`config.mk`:
```
export PLATFORM = sky130hd
export DESIGN_NAME = or1200_ifq
export DESIGN_NICKNAME = d
export VERILOG_FILES = /design/src/rtl/or1200_ifq.sv
export SDC_FILE = /design/constraint.sdc
export NUM_CORES = 1
export LEC_CHECK = 0
export CAP_MARGIN = 25
export CORE_MARGIN = 3
export CORE_UTILIZATION = 39
export DETAILED_ROUTE_END_ITERATION = 7
export PLACE_DENSITY = 0.66
export SLEW_MARGIN = 25
export SYNTH_ARGS = -nofsm -noshare
export SYNTH_HDL_FRONTEND = slang
export SYNTH_SLANG_ARGS = --single-unit
```
`constraint.sdc`:
```
create_clock -name clk -period 5.3 [get_ports clk]
set_clock_uncertainty 0.05 [all_clocks]
set_input_delay 1.325 -clock clk [delete_from_list [all_inputs] [get_ports clk]]
set_output_delay 1.325 -clock clk [all_outputs]
set_load 0.05 [all_outputs]
```
`src/rtl/or1200_ifq.sv`:
```
// ---------------------------------------------------------------------------
// or1200_ifq -- instruction fetch queue between the I-cache/IMMU fetch port
// and decode.
//
// Accepts FETCH_W-instruction fetch beats (partially used beats for
// unaligned branch targets), buffers up to DEPTH instructions with PC and
// exception tag, and presents the head and head+1 instructions for dual
// issue. An erroring beat enqueues a single l.nop carrying the exception
// and blocks further fetch until flushpipe.
//
// Optional feature macro: OR1200_IFQ_BYPASS_EN
//   defined   : an empty queue forwards a beat being pushed straight to the
//               if_* outputs in the same cycle (latency 0).
//   undefined : outputs come from registered queue state only (latency 1).
//
// Ports
//   clk, rst                 clock, asynchronous active-high reset
//   icpu_dat_i               fetch beat, lowest address in the top word
//   icpu_ack_i / icpu_err_i  beat valid / beat carries bus or MMU error
//   icpu_adr_i / icpu_tag_i  address of first wanted insn / fetch tag
//   icpu_rdy_o               queue can accept a full beat
//   if_freeze, flushpipe     decode frozen / discard all contents
//   id_take                  instructions consumed this cycle
//   if_insn(2), if_pc(2)     head and head+1 instruction and PC
//   if_valid(2), if_stall    slot valid flags / queue empty
//   except_*                 exception class of the head entry
// ---------------------------------------------------------------------------
module or1200_ifq #(
  parameter int FETCH_W = 2,
  parameter int DEPTH   = 8
) (
  input  logic                  clk,
  input  logic                  rst,
  input  logic [32*FETCH_W-1:0] icpu_dat_i,
  input  logic                  icpu_ack_i,
  input  logic                  icpu_err_i,
  input  logic [31:0]           icpu_adr_i,
  input  logic [3:0]            icpu_tag_i,
  output logic                  icpu_rdy_o,
  input  logic                  if_freeze,
  input  logic                  flushpipe,
  input  logic [1:0]            id_take,
  output logic [31:0]           if_insn,
  output logic [31:0]           if_insn2,
  output logic [31:0]           if_pc,
  output logic [31:0]           if_pc2,
  output logic                  if_valid,
  output logic                  if_valid2,
  output logic                  if_stall,
  output logic                  except_itlbmiss,
  output logic                  except_immufault,
  output logic                  except_ibuserr
);

  localparam int PTR_W = $clog2(DEPTH);
  localparam int CNT_W = $clog2(DEPTH + 1);
  localparam int OFF_W = (FETCH_W > 1) ? $clog2(FETCH_W) : 1;
  localparam int NP_W  = $clog2(FETCH_W + 1);
  localparam int BW    = (FETCH_W < 2) ? 2 : FETCH_W;

  localparam logic [31:0] NOP    = 32'h1500_0000;
  localparam logic [3:0]  TAG_BE = 4'hb;
  localparam logic [3:0]  TAG_PE = 4'hc;
  localparam logic [3:0]  TAG_TE = 4'hd;

  logic [PTR_W-1:0] head_q, head_d, tail_q, tail_d;
  logic [CNT_W-1:0] count_q, count_d;
  logic             blocked_q, blocked_d;

  logic [31:0] mem_insn [DEPTH];
  logic [29:0] mem_pc   [DEPTH];
  logic [3:0]  mem_tag  [DEPTH];
  logic        mem_exc  [DEPTH];

  logic [OFF_W-1:0]       off;
  logic [32*FETCH_W-1:0]  dat_shift;
  logic                   beat_err;
  logic [3:0]             beat_tag;
  logic                   push;
  logic [NP_W-1:0]        push_n;
  logic [NP_W-1:0]        push_cnt;
  logic [31:0]            beat_insn [BW];
  logic [29:0]            beat_pc   [BW];

  logic [PTR_W-1:0] head1;
  logic             s0_v, s1_v, s0_exc, s1_exc;
  logic [31:0]      s0_insn, s1_insn;
  logic [29:0]      s0_pc, s1_pc;
  logic [3:0]       s0_tag;
  logic [1:0]       nvalid, pop_n;

  logic unused_adr;
  assign unused_adr = ^icpu_adr_i[1:0];

  // Ready looks only at registered state so it never depends on this
  // cycle's pop.
  assign icpu_rdy_o = ~blocked_q & ((DEPTH - int'(count_q)) >= FETCH_W);

  // Beat decode: shifting by the word offset puts the first wanted
  // instruction in the top word, so pushed entry k is always word k.
  always_comb begin
    off       = (FETCH_W > 1) ? icpu_adr_i[OFF_W+1:2] : '0;
    dat_shift = icpu_dat_i << {off, 5'b0};
    beat_err  = icpu_err_i | (icpu_tag_i != 4'h0);
    beat_tag  = (icpu_tag_i == 4'h0) ? TAG_BE : icpu_tag_i;
    push      = icpu_ack_i & icpu_rdy_o & ~flushpipe;
    push_n    = beat_err ? NP_W'(1) : (NP_W'(FETCH_W) - NP_W'(off));
    push_cnt  = push ? push_n : '0;
    for (int k = 0; k < BW; k++) begin
      beat_insn[k] = NOP;
      beat_pc[k]   = icpu_adr_i[31:2] + 30'(k);
    end
    for (int k = 0; k < FETCH_W; k++) begin
      if (!beat_err) beat_insn[k] = dat_shift[32*(FETCH_W-k)-1 -: 32];
    end
  end

  // Output slots
  always_comb begin
    head1   = head_q + PTR_W'(1);
    s0_v    = (count_q != '0);
    s1_v    = (count_q >= CNT_W'(2));
    s0_insn = mem_insn[head_q];
    s0_pc   = mem_pc[head_q];
    s0_tag  = mem_tag[head_q];
    s0_exc  = mem_exc[head_q];
    s1_insn = mem_insn[head1];
    s1_pc   = mem_pc[head1];
    s1_exc  = mem_exc[head1];
`ifdef OR1200_IFQ_BYPASS_EN
    if ((count_q == '0) && push) begin
      s0_v    = 1'b1;
      s0_insn = beat_insn[0];
      s0_pc   = beat_pc[0];
      s0_exc  = beat_err;
      s0_tag  = beat_err ? beat_tag : 4'h0;
      s1_v    = (int'(push_n) >= 2);
      s1_insn = beat_insn[1];
      s1_pc   = beat_pc[1];
      s1_exc  = 1'b0;
    end
`endif
    if_valid  = s0_v;
    // An exception entry must reach decode alone so it is taken precisely.
    if_valid2 = s1_v & ~s0_exc & ~s1_exc;
    if_stall  = ~s0_v;
    if_insn   = if_valid  ? s0_insn : NOP;
    if_pc     = if_valid  ? {s0_pc, 2'b00} : 32'h0;
    if_insn2  = if_valid2 ? s1_insn : NOP;
    if_pc2    = if_valid2 ? {s1_pc, 2'b00} : 32'h0;
    except_itlbmiss  = s0_v & s0_exc & (s0_tag == TAG_TE);
    except_immufault = s0_v & s0_exc & (s0_tag == TAG_PE);
    except_ibuserr   = s0_v & s0_exc & (s0_tag == TAG_BE);
  end

  // Pop and pointer next-state
  always_comb begin
    nvalid    = if_valid2 ? 2'd2 : {1'b0, if_valid};
    pop_n     = if_freeze ? 2'd0 : ((id_take < nvalid) ? id_take : nvalid);
    head_d    = head_q + PTR_W'(pop_n);
    tail_d    = tail_q + PTR_W'(push_cnt);
    count_d   = count_q + CNT_W'(push_cnt) - CNT_W'(pop_n);
    blocked_d = blocked_q | (push & beat_err);
    if (flushpipe) begin
      head_d    = '0;
      tail_d    = '0;
      count_d   = '0;
      blocked_d = 1'b0;
    end
  end

  always_ff @(posedge clk or posedge rst) begin
    if (rst) begin
      head_q    <= '0;
      tail_q    <= '0;
      count_q   <= '0;
      blocked_q <= 1'b0;
    end else begin
      head_q    <= head_d;
      tail_q    <= tail_d;
      count_q   <= count_d;
      blocked_q <= blocked_d;
    end
  end

  // Storage needs no reset: slots outside head..count are never presented.
  always_ff @(posedge clk) begin
    for (int k = 0; k < FETCH_W; k++) begin
      if (push && (k < int'(push_n))) begin
        mem_insn[tail_q + PTR_W'(k)] <= beat_insn[k];
        mem_pc[tail_q + PTR_W'(k)]   <= beat_pc[k];
        mem_tag[tail_q + PTR_W'(k)]  <= beat_err ? beat_tag : 4'h0;
        mem_exc[tail_q + PTR_W'(k)]  <= beat_err;
      end
    end
  end

endmodule

```
==> flow_summary.yaml, run 1 <==
die:
  fp.dieW_um: 289
  core-area_mm2: 0.0791
  num_io_pins: 243
  die_h_um: 289
  row_count: 103
  fp.dieArea_mm2: 0.0836
  start_util_pct: 39.5
hold_path:
  hold_start: "blocked_q$_DFF_PP0_"
  hp-class: "reg2reg"
  worstHoldPathCells: 2
  whs_endpoint: "blocked_q$_DFF_PP0_"
cells_and_area:
  nNetsFinal: 2634
  final-seq-area_mm2: 0.0164
  n_fill_cell: 6858
  syn2layout_area_growth_pct: 17.9
  fin_cells: 3595
  final_common_cell: "edfxtp_1"
  drive_above_1_share_pct: 21.4
  multi_input_area_mm2: 0.0135
  mostFrequentLayoutCells: "edfxtp_1, nand2_1, mux4_2"
clock_network:
  cts.hold.buffers_added: 0
  root_buffer: "clkbuf_16"
  ctsHtreeMaxLevel: 2
  worstSkewPairLatency_ns: 0.63
  cts_buffers: 59
  cts_tree: "yes"
  clock_path_buffers: 3
  numClockSinks: 547
  clk_pin_slew_ns: 0.06
setup_path:
  reg2reg_depth: 16
  cp-start-kind: "flop"
  path_cells: "buf_4, mux4_2, mux2i_1, nor2_1, clkdlybuf4s50_1"
  cpLargestDelayFamily: "buffers and inverters"
  path_class: "reg2out"
  cp.arrival_ns: 3.73
  rrSetupSlack_ns: 0.83
  r2r-end: "count_q[3]$_DFF_PP0_"
  path_buf_inv: 2
  reg2reg_from: "head_q[1]$_DFF_PP0_"
  required_ns: 3.92
  critPathMaxFanout: 30
  critPathMaxStageDelay_ns: 0.79
  cp-end-kind: "primary output"
  crit_path_top_delay_cell: "dfrtp_4"
outcome:
  status: "finished, final reports clean"
sta:
  timing.setup.tns_ns: 0
  timing.fmax_mhz: 196
  period_share_pct: 96.4
  finalMaxSlewViolations: 0
  period_needed_ns: 5.11
  rsz0062_at_grt: "no"
  setup_viol: 0
  hold_violations: 0
  worstMarginPinSlew_ns: 1.08
  whs_ns: 0.554
  slew_headroom_pct: 28.2
synth:
  synth_edf_count: 536
  synth-async-reset-ratio_pct: 2.01
  syn_avg_cell_area_um2: 12.7
  netlist_instances: 2467
  synth_ff_type: "edfxtp_1"
  ys_warn_count: 0
  yosysSeqAreaShare_pct: 52.4
  synth_cell_types: 56
  ys_seq_elements: 547
  syn_area_mm2: 0.0312
power_and_ir_drop:
  clkPwrFrac_pct: 20.7
  max-vdd-ir-drop_uv: 550
  switching_share_pct: 40.7
  powerDensity_mw_per_mm2: 514
  comb_power_share_pct: 52.6
  power_leakage_nw: 11.7
  seq_power_share_pct: 26.7
  internal_power_mw: 11.2
  p_switching_mw: 7.71
routing:
  antenna_left: 0
  dr.first_iter.drc_count: 2304
  post_drt_wl_per_cell_um: 26.9
  dr_total_vias: 21500
  drt_pass1_iterations: 5
  drc_errors: 0
  wirelength_um: 96900
  via_per_inst: 5.99
job:
  maxCapViolCount: 0
placed_design:
  port_buffers: 236
  dp.cells: 3494
  dp_hpwl_um: 58600
  place.gp.congestion: 0.806
global_routing:
  grt.overflow.total: 0
  grt_pass1_vias: 22200
  grt_max_degree: 93
  grt_util_all_layers_pct: 23.0
  antenna_found_initial: 3
  grt_pass1_wl_um: 142000
## synth_stat cells, drive strengths merged (9+ instances only)
master  instances  area, um^2
edfxtp        536       16100
nand2         482        1810
mux4          260        5860
o21ai         233        1170
clkbuf        223         847
nor2          151         567
buf           108         663
mux2i          89         895
xor2           66         578
a21oi          65         325
xnor2          54         473
mux2           30         338
inv            21        78.8
nand3          18        95.1
ha             16         200
dfrtp          11         275
nand4          10        68.8
nor3            9        71.3
nor4            9        68.8
## cell type report
cell class | count | share of cell area (%)
Inverter | 23 | 0.238
Timing Repair Buffer | 306 | 10.2
Clock inverter | 21 | 0.652
Multi-Input combinational cell | 1569 | 36.7
Sequential cell | 547 | 44.5
Clock buffer | 78 | 4.20
Antenna cell | 1 | 0.00679
Tap cell | 1050 | 3.57
## per-layer routing
metal | up-vias | routed length (um) | global-route usage [%]
met1 | 10800 | 34900 | 28.6
met5 | - | 24 | 0
met4 | 4 | 3500 | 8.81
met3 | 227 | 10400 | 5.27
li1 | 9134 | - | -
met2 | 1307 | 48000 | 39.0
## power by group through the flow
stage | Sequential (mW) | Clock (mW) | Combinational, mW
2_1_floorplan | 5.02 | 0 | 6.53
3_3_place_gp | 5.15 | 0 | 9.87
3_5_place_dp | 5.17 | 0 | 9.97
4_1_cts | 5.08 | 3.97 | 10.0
5_1_grt | 5.07 | 4.14 | 10.4
6_report | 5.05 | 3.92 | 9.95
## worst max-delay path by stage
stage	startpoint	to	slack (ns)	cells after the start
2_1_floorplan	icpu_adr_i[2]	mem_exc[0]$_DFFE_PP_	0.81	6
3_5_place_dp	flushpipe	mem_pc[5][4]$_DFFE_PP_	0.70	6
5_1_grt	head_q[1]$_DFF_PP0_	if_insn[11]	0.002	5
4_1_cts	head_q[1]$_DFF_PP0_	if_insn[14]	0.08	5
6_report	head_q[1]$_DFF_PP0_	if_insn[8]	0.19	5
3_3_place_gp	head_q[0]$_DFF_PP0_	count_q[3]$_DFF_PP0_	0.68	16
## worst min-delay path: stages, from the launching register on
cell,delay [ns]
dfrtp_1,0.39
a31oi_1,0.07
nor2_1,0.10
## what timing repair did
| action | in CTS | in global routing |
|---|---|---|
| setup buffers | 0 | 1 |
| resized for setup | 0 | 1 |
| endpoints found under the setup margin | 0 | 2 |
## state kept, by name, summed over array words and instances (netlist names)
signal and count:
head_q 3, mem_pc 240, mem_insn 256, count_q 4, mem_tag 32, blocked_q 1
mem_exc 8, tail_q 3
## cell families after synthesis
family | synth area share [%]
compound gates | 6.25
xor+xnor | 3.36
fa+ha+maj | 0.897
buf+inv | 5.11
flops | 52.4
mux | 22.7
other cells | 0.0120
simple gates | 9.30
## metrics by stage
stage	utilization (%)	worst slack [ns]	instance area [um^2]	power (mW)
2_1_floorplan	-	0.813	31300	11.5
3_3_place_gp	44.2	0.677	34900	15.0
3_5_place_dp	44.3	0.703	35000	15.1
4_1_cts	46.5	0.0778	36800	19.1
5_1_grt	46.6	0.00213	36800	19.7
6_report	46.6	0.192	36800	18.9
Note: power is estimated with default switching activity, not from simulation.
==> run 2, diff against run 1 <==
--- a/config.mk
+++ b/config.mk
@@ -6,10 +6,12 @@
 export NUM_CORES = 1
 export LEC_CHECK = 0
 export CAP_MARGIN = 25
+export CELL_PAD_IN_SITES_DETAIL_PLACEMENT = 1
+export CELL_PAD_IN_SITES_GLOBAL_PLACEMENT = 2
 export CORE_MARGIN = 3
-export CORE_UTILIZATION = 39
+export CORE_UTILIZATION = 37
 export DETAILED_ROUTE_END_ITERATION = 7
-export PLACE_DENSITY = 0.66
+export PLACE_DENSITY = 0.85
 export SLEW_MARGIN = 25
 export SYNTH_ARGS = -nofsm -noshare
 export SYNTH_HDL_FRONTEND = slang
==> constraint.sdc (replaced) <==
create_clock -name clk -period 4.4 [get_ports clk]
set_clock_uncertainty 0.05 [all_clocks]
set_input_delay 1.1 -clock clk [delete_from_list [all_inputs] [get_ports clk]]
set_output_delay 1.1 -clock clk [all_outputs]
set_load 0.05 [all_outputs]
==> run 2 against run 1 <==
  * Global-route usage is 0.85 points higher
  * First-iteration DRC count is 2.3% lower
  * Sequential power is 19% higher
  * Critical path depth is 4 higher
  * Combinational power is 32% higher
  * Power is 26% higher
  * Via count is 1.4% higher
  * Non-clock buffer count is 43 higher
  * Sequential share of layout area is 1.4 points lower
  * Clock power is 21% higher
  * Hold slack worse by 0.010 ns
  * Critical endpoint is now if_insn2[31]
  * Worst setup slack worse by 0.13 ns
==> flow_summary.yaml, run 2 (same netlist as run 1, synthesis figures left out) <==
setup_path:
  path_class: "reg2out"
  cpLargestDelayFamily: "buffers and inverters"
  critPathMaxStageDelay_ns: 0.54
  critPathMaxFanout: 14
  startpoint: "head_q[0]$_DFF_PP0_"
  path_cells: "buf_6, ha_4, mux4_2, nand2_1, nand4_1, buf_12, buf_16, a21oi_4, buf_12"
  cp-end-kind: "primary output"
  cp-start-kind: "flop"
  reg2reg_from: "head_q[0]$_DFF_PP0_"
  crit_path_top_delay_cell: "dfrtp_4"
  path_buf_inv: 4
  cp.arrival_ns: 3.19
  required_ns: 3.25
  cpMostUsedCell: "buf_12"
global_routing:
  grt_util_all_layers_pct: 23.8
  grt_max_degree: 134
  grt_pass1_vias: 23300
  grt.overflow.total: 0
  antenna_found_initial: 8
  grt_pass1_wl_um: 154000
hold_path:
  hold_start: "blocked_q$_DFF_PP0_"
  hp-class: "reg2reg"
job:
  maxCapViolCount: 0
die:
  start_util_pct: 37.7
  num_io_pins: 243
  die_h_um: 297
  fp.dieArea_mm2: 0.0880
  row_count: 105
  fp.dieW_um: 297
  core-area_mm2: 0.0829
cells_and_area:
  largest_reg_flops: 256
  mostFrequentLayoutCells: "edfxtp_1, nand2_1, mux4_2"
  final_common_cell: "edfxtp_1"
  n_fill_cell: 8301
  nNetsFinal: 2677
  syn2layout_area_growth_pct: 21.6
  largestRegisters: "mem_insn: 256 flops, mem_pc: 240 flops, mem_tag: 32 flops"
  fin_cells: 3723
  post-route-util_pct: 45.9
  drive_above_1_share_pct: 25.8
  top_register: "mem_insn"
sta:
  period_needed_ns: 4.34
  setup_viol: 0
  timing.fmax_mhz: 230
  period_share_pct: 98.7
  worstMarginPinSlew_ns: 1.01
  timing.setup.tns_ns: 0
  slew_headroom_pct: 32.7
  finalMaxSlewViolations: 0
  rsz0062_at_grt: "yes"
  hold_violations: 0
placed_design:
  place.gp.congestion: 0.794
  port_buffers: 236
  dp_hpwl_um: 62700
  dp.cells: 3593
clock_network:
  numClockSinks: 547
  cts_buffers: 59
  clk_pin_slew_ns: 0.06
  ctsHtreeMaxLevel: 2
  root_buffer: "clkbuf_16"
  clock_path_buffers: 3
  worstSkewPairLatency_ns: 0.62
  cts_tree: "yes"
routing:
  via_per_inst: 5.86
  drc_errors: 0
  dr_total_vias: 21800
  drt_pass1_iterations: 6
  dr.first_iter.drc_count: 2251
  wirelength_um: 106000
  antenna_left: 0
  post_drt_wl_per_cell_um: 28.5
power_and_ir_drop:
  powerDensity_mw_per_mm2: 628
  max-vdd-ir-drop_uv: 747
  power_leakage_nw: 12.5
outcome:
  status: "finished, final reports clean"
## run 2: cell types whose count changed in the layout (fill, tap and decap cells not counted), moves of 5 or more
cell	delta
dlygate4sd2_1	+34
buf_6	+5
a21oi_1	-59
buf_4	+22
clkdlybuf4s50_1	-59
a21oi_4	+22
clkinv_2	+7
a21oi_2	+37
buf_12	+11
buf_16	+5
dlymetal6s2s_1	+18
## run 2: repair_timing
action | 4_1_cts | 5_1_grt
gates cloned | 3 | 4
resized for setup | 77 | 87
endpoints found under the setup margin | 117 | 83
pin swaps | 0 | 2
hold buffers | 0 | 0
buffers inserted | 9 | 2
## run 2: power by group
| group | internal [mW] | total [mW] | switching, mW |
|---|---|---|---|
| Sequential | 5.89 | 6.01 | 0.125 |
| Combinational | 5.35 | 13.1 | 7.75 |
| Clock | 2.69 | 4.76 | 2.07 |
## run 2: stage by stage
step	hold slack (ns)	setup slack [ns]	area, um^2	total power [mW]
after floorplan	0.447	0.138	31300	13.9
after global placement	0.471	0.180	35400	18.2
after detailed placement	0.523	0.0414	35400	18.4
after CTS	0.536	-0.104	37600	23.6
after global routing	0.576	-0.0378	38000	24.8
final	0.544	0.0576	38000	23.9
## run 2: final cells by class
cell class | instances | area (um^2) | share of cell area, %
multi-input cells | 1569 | 13900 | 36.6
flip-flops and latches | 547 | 16400 | 43.1
inverters | 23 | 91.3 | 0.240
well taps | 1123 | 1410 | 3.70
diodes | 4 | 10.0 | 0.0263
clock buffers | 79 | 1580 | 4.16
clock inverters | 29 | 230 | 0.606
repair buffers | 349 | 4410 | 11.6
## run 2: worst paths after layout
path / to / slack [ns] / cells past startpoint
worst max-delay path: if_insn2[31] / 0.06 / 9
worst min-delay path: blocked_q$_DFF_PP0_ / 0.54 / 2
worst max register to register: count_q[3]$_DFF_PP0_ / 0.28 / 19
worst min register to register: blocked_q$_DFF_PP0_ / 0.54 / 2
max in group asynchronous: head_q[1]$_DFF_PP0_ / 3.04 / 2
min in group asynchronous: tail_q[0]$_DFF_PP0_ / 0.89 / 2
## run 2: tightest hold or removal path, cell delays in order (launching register included)
cell and delay [ns]:
dfrtp_1 0.40, a31oi_1 0.06, nor2_1 0.09
## run 2: per-layer routing
layer	global-route usage, %	wire [um]
met5	0	41
met4	8.32	3680
met3	3.48	8250
met2	41.9	53700
met1	30.1	40500
